==> src/rtl/cook_sequencer.sv <==
// Microwave cook controller: sequences keypad entry, countdown ticks, pause/resume
// and the end-of-cook beep for the BCD down-timer, all synchronous to clk.
module cook_sequencer #(
    parameter int TICK_DIV   = 100,
    parameter int MAX_DIGITS = 3,
    parameter int BEEP_TICKS = 3
) (
    input  logic       clk,
    input  logic       clrn,
    input  logic       key_valid,
    input  logic [3:0] key_digit,
    input  logic       start_n,
    input  logic       stop_n,
    input  logic       clear_n,
    input  logic       door_closed,
    input  logic       timer_zero,
    output logic       load_n,
    output logic [3:0] load_data,
    output logic       timer_clr_n,
    output logic       count_en,
    output logic       mag_on,
    output logic       beep,
    output logic [2:0] state
);

    localparam int PW = (TICK_DIV > 1) ? $clog2(TICK_DIV) : 1;
    localparam int DW = $clog2(MAX_DIGITS + 1);
    localparam int BW = $clog2(BEEP_TICKS + 1);

    localparam logic [2:0] IDLE  = 3'd0;
    localparam logic [2:0] ENTRY = 3'd1;
    localparam logic [2:0] COOK  = 3'd2;
    localparam logic [2:0] PAUSE = 3'd3;
    localparam logic [2:0] DONE  = 3'd4;

    logic [PW-1:0] prescaler;
    logic [DW-1:0] digit_cnt;
    logic [BW-1:0] beep_cnt;
    logic          start_q;
    logic          stop_q;
    logic          clear_q;

    logic start_ev;
    logic stop_ev;
    logic clear_ev;
    logic key_ok;
    logic wrap;

    // A press is a released-to-pressed transition, so a held button fires once
    assign start_ev = start_q & ~start_n;
    assign stop_ev  = stop_q & ~stop_n;
    assign clear_ev = clear_q & ~clear_n;
    assign key_ok   = key_valid && (key_digit <= 4'd9);
    assign wrap     = (prescaler == PW'(TICK_DIV - 1));

    always_ff @(posedge clk or negedge clrn) begin
        if (!clrn) begin
            state       <= IDLE;
            load_n      <= 1'b1;
            load_data   <= 4'd0;
            timer_clr_n <= 1'b1;
            count_en    <= 1'b0;
            beep        <= 1'b0;
            digit_cnt   <= '0;
            prescaler   <= '0;
            beep_cnt    <= '0;
            start_q     <= 1'b1;
            stop_q      <= 1'b1;
            clear_q     <= 1'b1;
        end else begin
            start_q     <= start_n;
            stop_q      <= stop_n;
            clear_q     <= clear_n;
            load_n      <= 1'b1;
            timer_clr_n <= 1'b1;
            count_en    <= 1'b0;

            case (state)
                IDLE: begin
                    if (clear_ev) begin
                        timer_clr_n <= 1'b0;
                    end else if (!stop_ev) begin
                        if (start_ev) begin
                            if (door_closed && !timer_zero) begin
                                state     <= COOK;
                                prescaler <= '0;
                            end
                        end else if (key_ok) begin
                            load_n    <= 1'b0;
                            load_data <= key_digit;
                            digit_cnt <= DW'(1);
                            state     <= ENTRY;
                        end
                    end
                end
                ENTRY: begin
                    if (clear_ev || stop_ev) begin
                        timer_clr_n <= 1'b0;
                        digit_cnt   <= '0;
                        state       <= IDLE;
                    end else if (start_ev) begin
                        if (door_closed && !timer_zero) begin
                            state     <= COOK;
                            prescaler <= '0;
                            digit_cnt <= '0;
                        end
                    end else if (key_ok && (digit_cnt < DW'(MAX_DIGITS))) begin
                        load_n    <= 1'b0;
                        load_data <= key_digit;
                        digit_cnt <= digit_cnt + 1'b1;
                    end
                end
                COOK: begin
                    // A zero seen while a decrement is in flight is stale, so wait it out
                    if (clear_ev) begin
                        timer_clr_n <= 1'b0;
                        state       <= IDLE;
                    end else if (stop_ev || !door_closed) begin
                        state <= PAUSE;
                    end else if (timer_zero && !count_en) begin
                        state     <= DONE;
                        beep      <= 1'b1;
                        beep_cnt  <= '0;
                        prescaler <= '0;
                    end else if (wrap) begin
                        prescaler <= '0;
                        count_en  <= 1'b1;
                    end else begin
                        prescaler <= prescaler + 1'b1;
                    end
                end
                PAUSE: begin
                    if (clear_ev || stop_ev) begin
                        timer_clr_n <= 1'b0;
                        state       <= IDLE;
                    end else if (start_ev && door_closed) begin
                        state <= COOK;
                    end
                end
                DONE: begin
                    if (clear_ev || stop_ev || key_ok) begin
                        state <= IDLE;
                        beep  <= 1'b0;
                    end else if (wrap) begin
                        prescaler <= '0;
                        beep_cnt  <= beep_cnt + 1'b1;
                        if ((beep_cnt + 1'b1) == BW'(BEEP_TICKS)) begin
                            state <= IDLE;
                            beep  <= 1'b0;
                        end
                    end else begin
                        prescaler <= prescaler + 1'b1;
                    end
                end
                default: begin
                    state <= IDLE;
                    beep  <= 1'b0;
                end
            endcase
        end
    end

    // The door gate stays combinational so the magnetron drops before the FSM reacts
    assign mag_on = (state == COOK) && door_closed;

endmodule

==> config.mk <==
export PLATFORM = sky130hd
export DESIGN_NAME = cook_sequencer
export DESIGN_NICKNAME = d
export VERILOG_FILES = /design/src/rtl/cook_sequencer.sv
export SDC_FILE = /design/constraint.sdc
export NUM_CORES = 1
export LEC_CHECK = 0
export ABC_CLOCK_PERIOD_IN_PS = 1600
export CORE_ASPECT_RATIO = 1.25
export CORE_MARGIN = 2
export CORE_UTILIZATION = 48
export DETAILED_ROUTE_END_ITERATION = 12
export MAX_ROUTING_LAYER = met4
export PLACE_DENSITY = 0.86
export SLEW_MARGIN = 30
export SYNTH_ARGS = -nofsm -noshare
export SYNTH_HDL_FRONTEND = slang
export SYNTH_SLANG_ARGS = --single-unit
==> constraint.sdc <==
create_clock -name clk -period 1.6 [get_ports clk]
set_input_delay 0.24 -clock clk [delete_from_list [all_inputs] [get_ports clk]]
set_output_delay 0.24 -clock clk [all_outputs]
set_load 0.01 [all_outputs]
## Word-level counts from Yosys, hierarchy flattened

Index checks and enable logic that the tools add are counted.

| storage, ports and cells | value |
|---|---|
| bits in read-only memories | 0 |
| latch bits | 0 |
| RAM bits | 0 |
| register bits | 25 |
| output and inout port bits | 12 |
| input port bits | 12 |
| word-level logic and storage cells | 148 |
| memories kept | 0 |

| operators by class | value |
|---|---|
| bitwise logic cells | 7 |
| equal/unequal tests | 26 |
| shift-type cells | 0 |
| multiplexer cells | 73 |
| $mul | 0 |
| $add $sub $neg | 3 |
| reductions and logical operators | 25 |
| magnitude comparators | 2 |
| divide/modulo/power cells | 0 |

Operators with widths:

| operator | count |
|---|---|
| $mux 7 | 10 |
| $mux 3 | 15 |
| $mux 4 | 7 |
| $pmux 7 s4 | 1 |
| $mux 2 | 13 |
| $ne 2x2->1 const B | 12 |
| $mux 1 | 20 |
| $reduce_and 8->1 | 2 |
| $ne 3x3->1 const B | 5 |
| $pmux 3 s5 | 1 |
| $reduce_and 7->1 | 2 |
| $ne 4x4->1 const B | 3 |
| $reduce_and 6->1 | 2 |
| $pmux 2 s2 | 2 |
| $pmux 4 s2 | 1 |
| $add 7x1->7 const B | 1 |
| $eq 7x7->1 const B | 1 |
| $eq 3x2->1 const B | 2 |
| $logic_and 1x1->1 | 6 |
| $add 2x1->2 const B | 2 |
| $le 4x4->1 const B | 1 |
| $not 1->1 | 4 |
| $pmux 1 s2 | 2 |
| $reduce_bool 2->1 | 2 |
| other kinds (12) | 19 |

## Logic depth before layout (Yosys ltp)

Gate-level depths: netlist of the first run.

| depth | value |
|---|---|
| depth in word-level cells | 7 |
| depth in mapped cells | 7 |
| mapped depth without buffers | 6 |

## Worst setup path before layout of the first run

No wires, ideal clock.

| timing | value |
|---|---|
| kind | register to register |
| start point | register state[2] |
| end point | register load_data[0] |
| slack | -0.150 ns |
| library setup time | 0.125 ns |
| arrival | 1.625 ns |
| stages on the path, launching flop included | 5 |
| period minus slack after synthesis | 1.750 ns |
| data required time | 1.475 ns |
| cells stage by stage | dfrtp_1 buf_4 or2_1 a2111oi_4 mux2_2 |

| on the way | value |
|---|---|
| word-level cells in the longest chain between the ends | 3 |

RTL lines:

| item | RTL line | RTL |
|---|---|---|
| start, declared | 23 | `output logic [2:0] state` |
| start signal, assigned | 58 | `state <= IDLE;` |
| start signal, assigned | 85 | `state <= COOK;` |
| start signal, assigned | 92 | `state <= ENTRY;` |
| $eq 3x1->1 / $logic_not 3->1 (equally long branches) | 78 | `case (state)` |
| $ne 2x2->1 (no line) / $reduce_bool 2->1 (equally long branches) | n/a |  |
| $reduce_and 8->1 (no line) | n/a |  |
| end signal, assigned | 90 | `load_data <= key_digit;` |
| end signal, assigned | 109 | `load_data <= key_digit;` |
| end, declared | 18 | `output logic [3:0] load_data,` |

Several ways; a longest one is shown, not always the timed one.
A chain may end at the register's enable or synchronous reset.

## Final worst setup path of the first run

| timing | value |
|---|---|
| start point | register clear_q |
| end point | register state[0] |

| on the way | value |
|---|---|
| word-level cells in the longest chain between the ends | 5 |

RTL lines:

| item | RTL line | RTL |
|---|---|---|
| start, declared | 41 | `logic clear_q;` |
| start signal, assigned | 73 | `clear_q <= clear_n;` |
| $and 1x1->1 * | 52 | `assign clear_ev = clear_q & ~clear_n;` |
| $logic_or 1x1->1 | 97, 133, 141 |  |
| $logic_or 1x1->1 | 141 | `if (clear_ev \|\| stop_ev \|\| key_ok) begin` |
| $ne 3x3->1 (no line) / $mux 3 (equally long branches) | n/a |  |
| $reduce_and 8->1 (no line) / $pmux 3 s5 (equally long branches) | n/a |  |
| end signal, assigned | 100 | `state <= IDLE;` |
| end signal, assigned | 135 | `state <= IDLE;` |
| end signal, assigned | 142 | `state <= IDLE;` |

Every way passes the cells marked *; elsewhere a longest branch is shown, timed or not.

==> impl_metrics.py, run 1 <==
metrics = {
    "outcome": {
        "status": "finished, violations left",
        "violations": "setup timing",
    },
    "grt": {
        "grt_pass1_vias": 1727,
        "grt_pass1_wl_mm": 8.26,
        "grt_max_degree": 26,
        "antenna_found_initial": 0,
        "gr-total-overflow": 0,
        "grt_use_total": 0.324,
    },
    "placement": {
        "gp_congestion": 0.913,
        "dpl-instance-area_um2": 2120,
        "numPortBuffers": 23,
        "post-dp-hpwl_mm": 2.89,
    },
    "detailed_routing": {
        "dr.pass1.iters": 4,
        "vias": 1698,
        "wirelength_mm": 5.80,
        "drt_iter0_markers": 121,
        "final_antenna_net_count": 0,
        "wl_per_cell_um": 21.9,
        "via_per_inst": 6.41,
        "remaining_drc_errors": 0,
    },
    "floorplan": {
        "die_h_um": 67.0,
        "num_rows": 22,
        "start_util": 0.513,
        "coreArea_um2": 2970,
        "die-area_um2": 3650,
        "fp.dieW_um": 54.4,
        "io_pins": 24,
    },
    "setup_path": {
        "worstPathMaxFanout": 3,
        "worstPathRequired_ns": 1.86,
        "cp-end-kind": "flip-flop",
        "worstPathArrival_ns": 2.12,
        "critPathLaunchType": "flip-flop",
        "path_class": "reg -> reg",
    },
    "min_path": {
        "hp-class": "in -> async",
    },
    "layout": {
        "final_area_um2": 2400,
        "utilization": 0.808,
        "drive_gt1_frac": 0.472,
        "syn_to_final_growth_pct": 57.4,
        "diodes": 0,
        "fillCellCount": 157,
        "nNetsFinal": 245,
    },
    "logic_synthesis": {
        "synth_top_area_frac": 0.328,
        "synthCells": 152,
        "async_flop_share": 1.00,
        "synth_most_common_cell": "dfrtp_1",
        "syn_area_um2": 1530,
        "syn_nets": 167,
        "synth.avg_cell_area_um2": 10.0,
        "synth-edff-count": 0,
        "ys_seq_area_frac": 0.414,
        "synth_seq_cells": 25,
        "ys.flop_type": "dfrtp_1",
        "netlist_top_cells_count": "dfrtp_1 (20), nand2_1 (11), a21oi_1 (10), nand3_1 (10)",
        "yosysTopAreaCell": "dfrtp_1",
        "synth_area_leaders": "dfrtp_1 (33%), dfstp_2 (8.6%), mux2_2 (3.7%), a2111oi_4 (3.6%), a21oi_1 (3.3%)",
        "synth_cell_type_count": 45,
        "synth_warnings": 0,
    },
    "timing": {
        "rsz0062_at_grt": "yes",
        "tightestPinTransition_ns": 0.406,
        "final.setup_skew_ns": 0.0132,
        "hold_viol": 0,
        "setup_viol": 19,
        "fin_ws_ns": -0.258,
        "fin_setup_tns_ns": -2.28,
        "min_period_ns": 1.86,
        "max_slew_margin": 0.730,
        "clock.fmax_mhz": 538,
        "drv_slew": 0,
        "finalCritPeriodShare": 1.16,
    },
    "clock_tree": {
        "clk_path_buf_depth": 2,
        "cts_max_level": 1,
        "cts_inserted_buffers": 3,
        "cts_tree": "built",
        "path_clk_slew_ns": 0.15,
        "cts_hold_buf": 0,
        "clk_latency_ns": 0.34,
        "cts_sinks": 25,
        "clockRootBuffer": "clkbuf_4",
    },
    "power_and_ir_drop": {
        "p_leak_nw": 1.05,
        "peakVddDrop_uv": 905,
        "power_density_nw_per_um2": 1030,
    },
    "run": {
        "max-cap-violations": 0,
    },
}
## stage by stage
stage	total power, mW	hold slack [ns]	instances	setup slack [ns]
floorplan	1.42	-0.0556	152	-0.0838
global placement	1.77	0.459	247	-0.338
detailed placement	1.84	0.484	247	-0.366
CTS	2.30	0.279	263	-0.0595
global route	2.55	0.299	265	-0.255
finish	2.47	0.256	265	-0.258
## where the power goes
group | switching (mW) | internal, mW
clock | 0.209 | 0.0981
sequential | 0.110 | 0.778
combinational | 0.636 | 0.638
## cells by family (layout without fill, tap and decap cells)
family          after synthesis  after routing  share of synthesized area
fa+ha+maj                     3              3                     0.0246
simple gates                 64             64                      0.257
flops                        25             25                      0.414
compound gates               42             42                      0.217
buf+inv                      11             88                     0.0361
mux                           7              7                     0.0509
## final cells by class
class | instances | area (µm²) | share of cell area
multi-input cells | 116 | 1020 | 0.424
repair buffers | 77 | 652 | 0.271
flip-flops and latches | 25 | 633 | 0.264
well taps | 36 | 45.0 | 0.0188
clock buffers | 4 | 26.3 | 0.0109
inverters | 7 | 26.3 | 0.0109
## state kept, by name, summed over array words and instances (netlist names)
signal,flops
stop_q,1
count_en,1
prescaler,7
load_n,1
clear_q,1
start_q,1
state,3
load_data,4
beep_cnt,2
digit_cnt,2
beep,1
timer_clr_n,1
## path summary, 6_finish.rpt
check	startpoint	end	slack (ns)	depth (start not counted)
setup / recovery	clear_q	state[0]	-0.26	7
hold / removal	clrn	beep	0.26	2
setup reg to reg	clear_q	state[0]	-0.26	7
hold reg to reg	beep_cnt[0]	beep_cnt[0]	0.50	1
max in group asynchronous	clrn	load_n	1.02	2
min in group clk	clear_n	clear_q	0.31	2
## critical path, cell delays in order, from the launching register on
cell and delay (ns):
dfstp_2 0.41, nor2b_4 0.14, buf_6 0.13, buf_4 0.13, a211o_1 0.30, a21oi_1 0.24
o21ai_0 0.20, a31oi_1 0.23
## repair_timing
action                                  in CTS  in global routing
setup buffers                               12                  4
gates resized for setup                     34                 19
endpoints found under the setup margin      26                 20
pin swaps                                    8                 10
## layout by cell type, fill, tap and decap left out, types with 5 or more instances in the layout
master / instances
buf_4: 47
dfrtp_1: 19
clkdlybuf4s50_1: 16
nand2_1: 10
a21oi_1: 9
nand3_1: 9
buf_6: 8
inv_1: 6
nand2b_1: 6
mux2_4: 6
nor2b_4: 5
o21ai_0: 5
dfstp_2: 5
dlygate4sd2_1: 5
## metal layers
metal | global-route usage | share of wire | vias up
met3 | 0.0538 | 0.087 | 46
li1 | - | - | 720
met1 | 0.388 | 0.37 | 803
met5 | - | 0 | -
met2 | 0.523 | 0.47 | 129
met4 | 0.147 | 0.064 | 0
No activity file was read; power rests on OpenSTA's default activity.
==> run 2, diff against run 1 <==
- ABC_CLOCK_PERIOD_IN_PS: 1600 -> 2000
- CORE_UTILIZATION: 48 -> 25
- PLACE_DENSITY: 0.86 -> 0.54
- clock period: 1.6 -> 2 ns (I/O delays scaled with it)
==> run 2 against run 1 <==
Net effect: the run now ends clean; global-route usage shrank 20 points; critical path depth shrank 1; die area grew 85%; cell area shrank 13%; non-clock buffer count shrank 26; worst hold slack gained 0.14 ns; count of clock-buffer cells in the layout is the same; flip-flop and latch count is the same; critical path type unchanged; largest cell class unchanged.
==> impl_metrics.py, run 2 (synthesis results as in run 1) <==
metrics = {
    "outcome": {
        "status": "completed",
    },
    "floorplan": {
        "io_pins": 24,
        "coreArea_um2": 5860,
        "die-area_um2": 6750,
        "die_h_um": 91.3,
        "num_rows": 31,
        "start_util": 0.260,
        "fp.dieW_um": 73.9,
    },
    "power_and_ir_drop": {
        "peakVddDrop_uv": 476,
        "power.share.sequential": 0.409,
        "intPower_mw": 1.13,
        "p_leak_nw": 0.863,
        "p_clk_frac": 0.176,
        "swShare": 0.336,
        "power_density_nw_per_um2": 816,
        "power.switching_uw": 572,
        "comb_power_share": 0.415,
    },
    "placement": {
        "dpl-instance-area_um2": 2030,
        "gp_congestion": 0.764,
        "post-dp-hpwl_mm": 2.87,
        "numPortBuffers": 23,
    },
    "timing": {
        "max_slew_margin": 0.663,
        "rsz0062_at_grt": "no",
        "setup_viol": 0,
        "hold_slack_ns": 0.396,
        "min_period_ns": 1.82,
        "hold_viol": 0,
        "clock.fmax_mhz": 549,
        "finalCritPeriodShare": 0.911,
        "tightestPinTransition_ns": 0.504,
        "final.setup_skew_ns": 0.00390,
        "drv_slew": 0,
    },
    "detailed_routing": {
        "wl_per_cell_um": 12.6,
        "remaining_drc_errors": 0,
        "via_per_inst": 4.64,
        "final_antenna_net_count": 0,
        "dr.pass1.iters": 4,
        "vias": 1321,
        "wirelength_mm": 3.59,
        "drt_iter0_markers": 91,
    },
    "grt": {
        "met3_usage": 0.0189,
        "grt_use_total": 0.120,
        "busiest_layer": "met2",
        "use_met1": 0.142,
        "gr-total-overflow": 0,
        "grt_pass1_wl_mm": 6.26,
        "antenna_found_initial": 0,
        "use_met2": 0.201,
        "grt_pass1_vias": 1377,
        "grt_max_degree": 26,
    },
    "layout": {
        "drive_gt1_frac": 0.276,
        "final_area_um2": 2090,
        "top_regs": "prescaler x7, load_data x4, state x3",
        "largest_register_ffs": 7,
        "diodes": 0,
        "nNetsFinal": 219,
        "final_cell_mix": "buf_4 (28), clkdlybuf4s50_1 (22), dfrtp_1 (19), nand2_1 (11)",
        "mostFrequentLayoutCell": "buf_4",
        "top_register": "prescaler",
        "syn_to_final_growth_pct": 36.8,
    },
    "clock_tree": {
        "clockRootBuffer": "clkbuf_8",
        "cts_max_level": 1,
        "clk_path_buf_depth": 2,
        "cts_tree": "built",
        "cts_inserted_buffers": 3,
        "cts_sinks": 25,
        "clk_latency_ns": 0.27,
        "cts_hold_buf": 0,
        "path_clk_slew_ns": 0.09,
    },
    "setup_path": {
        "slowest_delay_ns": 0.43,
        "critPathLaunchType": "flip-flop",
        "timing.rr.end": "state[0]",
        "crit_chain": "ha_1 -> nor2b_1 -> and2_1 -> a2111oi_4 -> nor2_1 -> a31oi_1",
        "worstPathArrival_ns": 2.02,
        "timing.rr.start": "prescaler[0]",
        "path_class": "reg -> reg",
        "crit_buf_inv": 0,
        "critPathSlowestCell": "dfrtp_1",
        "worstPathRequired_ns": 2.19,
        "crit_family": "compound AO/OA/AOI/OAI gates",
        "reg2reg_slack_ns": 0.18,
        "cp-end-kind": "flip-flop",
        "rr_worst_depth": 6,
        "worstPathMaxFanout": 7,
    },
    "min_path": {
        "hp-class": "in -> async",
    },
    "run": {
        "max-cap-violations": 0,
    },
}
==> run 2: worst max-delay path by stage <==
stage | depth (start not counted) | slack, ns | startpoint | to
floorplan | 4 | 0.25 | state[2] | load_data[0]
global placement | 8 | 0.01 | clear_n | load_data[0]
detailed placement | 6 | -0.007 | stop_n | digit_cnt[1]
CTS | 6 | 0.11 | prescaler[0] | state[0]
global route | 6 | 0.01 | prescaler[0] | state[1]
finish | 6 | 0.18 | prescaler[0] | state[0]
==> run 2: metrics by stage <==
step | setup WS (ns) | TNS (ns) | power, mW | std cells | utilization
floorplan | 0.250 | 0 | 1.11 | 152 | -
global placement | 0.0131 | 0 | 1.41 | 280 | 0.347
detailed placement | -0.00741 | -0.0201 | 1.42 | 280 | 0.347
CTS | 0.106 | 0 | 1.73 | 285 | 0.356
global route | 0.0125 | 0 | 1.83 | 285 | 0.356
finish | 0.179 | 0 | 1.70 | 285 | 0.356
==> run 2: final cells by class <==
cell class                      count  area [µm²]
Clock buffer                        4        45.0
Fill cell                         625        3770
Inverter                            7        26.3
Multi-Input combinational cell    116         840
Sequential cell                    25         633
Tap cell                           82         103
Timing Repair Buffer               51         439
==> run 2: what timing repair did <==
item                                    CTS  global route
buffers inserted                          1             0
endpoints found under the setup margin    1             2
gates resized for setup                   3             0
cloned                                    0             0
pin swaps                                 0             1
==> run 2: layer usage <==
metal  vias up  wire length (µm)
li1        663                 -
met1       624              1550
met2        26              1870
met3         8                89
met4         0                80
met5         -                 0
==> run 2: power groups by stage <==
stage,Sequential [mW],Clock (mW),Combinational (mW)
2_1_floorplan,0.726,0,0.379
3_3_place_gp,0.708,0,0.698
3_5_place_dp,0.713,0,0.706
4_1_cts,0.701,0.317,0.716
5_1_grt,0.719,0.333,0.782
6_report,0.696,0.300,0.707
==> run 3, diff against run 2 <==
- CORE_UTILIZATION: 25 -> 45
- PLACE_DENSITY: 0.54 -> 0.8
==> run 3 against run 2 <==
Net effect: worst setup slack got worse by 0.052 ns; critical path depth is 2 lower; total power grew 0.23%; count of clock-buffer cells in the layout did not move; global-route usage up 8.5 points; combinational power barely moved; largest cell class unchanged.
==> impl_metrics.py, run 3 (synthesis results as in run 1) <==
metrics = {
    "clock_tree": {
        "cts_tree": "built",
        "clk_latency_ns": 0.27,
        "cts_max_level": 1,
        "clockRootBuffer": "clkbuf_8",
        "clk_path_buf_depth": 2,
        "cts_sinks": 25,
        "cts_inserted_buffers": 3,
        "path_clk_slew_ns": 0.08,
    },
    "layout": {
        "top_register": "prescaler",
        "drive_gt1_frac": 0.275,
        "fillCellCount": 260,
        "fin_cells": 237,
        "largest_register_ffs": 7,
        "syn_to_final_growth_pct": 32.1,
        "final_cell_mix": "buf_4 (25), clkdlybuf4s50_1 (22), dfrtp_1 (18), nand2_1 (11)",
        "top_regs": "prescaler x7, load_data x4, state x3",
        "nNetsFinal": 216,
        "mostFrequentLayoutCell": "buf_4",
        "diodes": 0,
    },
    "timing": {
        "final.setup_skew_ns": 0.00162,
        "setup_viol": 0,
        "max_slew_margin": 0.718,
        "tightestPinTransition_ns": 0.423,
        "min_period_ns": 1.87,
        "fin_ws_ns": 0.126,
        "hold_slack_ns": 0.391,
        "hold_viol": 0,
        "drv_slew": 0,
        "rsz0062_at_grt": "no",
        "clock.fmax_mhz": 534,
        "finalCritPeriodShare": 0.937,
    },
    "floorplan": {
        "coreArea_um2": 3220,
        "io_pins": 24,
        "die_h_um": 69.1,
        "start_util": 0.473,
        "die-area_um2": 3870,
        "num_rows": 23,
        "fp.dieW_um": 56.1,
    },
    "detailed_routing": {
        "dr.pass1.iters": 4,
        "remaining_drc_errors": 0,
        "via_per_inst": 5.98,
        "vias": 1418,
        "drt_iter0_markers": 57,
        "wl_per_cell_um": 15.7,
        "final_antenna_net_count": 0,
        "wirelength_mm": 3.73,
    },
    "power_and_ir_drop": {
        "power_density_nw_per_um2": 847,
        "intPower_mw": 1.12,
        "power.share.sequential": 0.412,
        "p_clk_frac": 0.174,
        "swShare": 0.346,
        "peakVddDrop_uv": 586,
        "power.switching_uw": 591,
        "p_leak_nw": 0.862,
        "comb_power_share": 0.414,
    },
    "placement": {
        "dp_slack_ns": -0.0719,
        "numPortBuffers": 23,
        "dp_cells": 230,
        "post-dp-hpwl_mm": 2.67,
        "gp_congestion": 0.887,
    },
    "setup_path": {
        "cp-end-kind": "flip-flop",
        "worstPathRequired_ns": 2.16,
        "worstPathMaxFanout": 7,
        "worstPathArrival_ns": 2.03,
        "critPathLaunchType": "flip-flop",
        "path_class": "reg -> reg",
        "crit_chain": "buf_4 -> or2_1 -> a2111oi_4 -> mux2_2",
        "timing.rr.start": "state[1]",
        "rr_worst_depth": 4,
        "cp-startpoint": "state[1]",
        "critPathSlowestCell": "a2111oi_4",
        "slowest_delay_ns": 0.48,
    },
    "grt": {
        "antenna_found_initial": 0,
        "grt_max_degree": 26,
        "grt_pass1_wl_mm": 6.24,
        "grt_use_total": 0.205,
        "gr-total-overflow": 0,
        "grt_pass1_vias": 1386,
    },
    "run": {
        "max-cap-violations": 0,
    },
    "outcome": {
        "status": "completed",
    },
    "min_path": {
        "hp-class": "in -> async",
    },
}
==> run 3: cell count changes in the layout (fill, tap and decap cells not counted), sizes merged <==
cell	change
dlymetal6s2s	+1
dlygate4sd2	-1
buf	-3
==> run 3: final timing paths <==
kind,end,slack [ns]
max in group asynchronous,stop_q,1.31
max reg2reg,load_data[2],0.13
min,state[2],0.39
min in group clk,beep_cnt[0],0.48
max,load_data[2],0.13
min reg2reg,beep_cnt[0],0.48
==> run 3: layout make-up <==
class                           count  area [µm²]  share of cell area
Clock buffer                        4        45.0              0.0224
Inverter                            7        26.3              0.0130
Multi-Input combinational cell    116         842               0.418
Sequential cell                    25         634               0.315
Tap cell                           37        46.3              0.0230
Timing Repair Buffer               48         420               0.209
==> run 3: worst max-delay path: cells and delay by family (launching register included) <==
family / cells / cell delay, ns
simple gates: 1 / 0.29
flops: 1 / 0.46
buf+inv: 1 / 0.15
compound gates: 1 / 0.48
mux: 1 / 0.39
==> run 3: metal layers <==
metal  routed length (µm)  vias to the layer above  track usage
met2                 1950                       78        0.359
met3                  224                       12       0.0206
met1                 1440                      667        0.243
li1                     -                      661            -
met4                  118                        0       0.0661
met5                    0                        -            -
==> run 3: repair_timing <==
action | in CTS | in global routing
pin swaps | 0 | 1
hold buffers | 0 | 0
resized for setup | 3 | 2
setup endpoints to repair | 1 | 3
hold endpoints to repair | 0 | 0
setup buffers | 0 | 3
==> run 3: power groups by stage <==
stage | combinational, mW | sequential (mW) | clock [mW]
2_1_floorplan | 0.379 | 0.726 | 0
3_3_place_gp | 0.651 | 0.701 | 0
3_5_place_dp | 0.682 | 0.715 | 0
4_1_cts | 0.693 | 0.707 | 0.305
5_1_grt | 0.762 | 0.719 | 0.332
6_report | 0.706 | 0.703 | 0.298
==> run 3: stage by stage <==
stage | instance area [µm²] | TNS [ns] | power, mW | utilization
finish | 2010 | 0 | 1.71 | 0.625
global route | 2010 | 0 | 1.81 | 0.625
CTS | 1990 | 0 | 1.71 | 0.616
detailed placement | 1940 | -0.285 | 1.40 | 0.601
global placement | 1940 | -0.0856 | 1.35 | 0.601
floorplan | 1530 | 0 | 1.11 | -
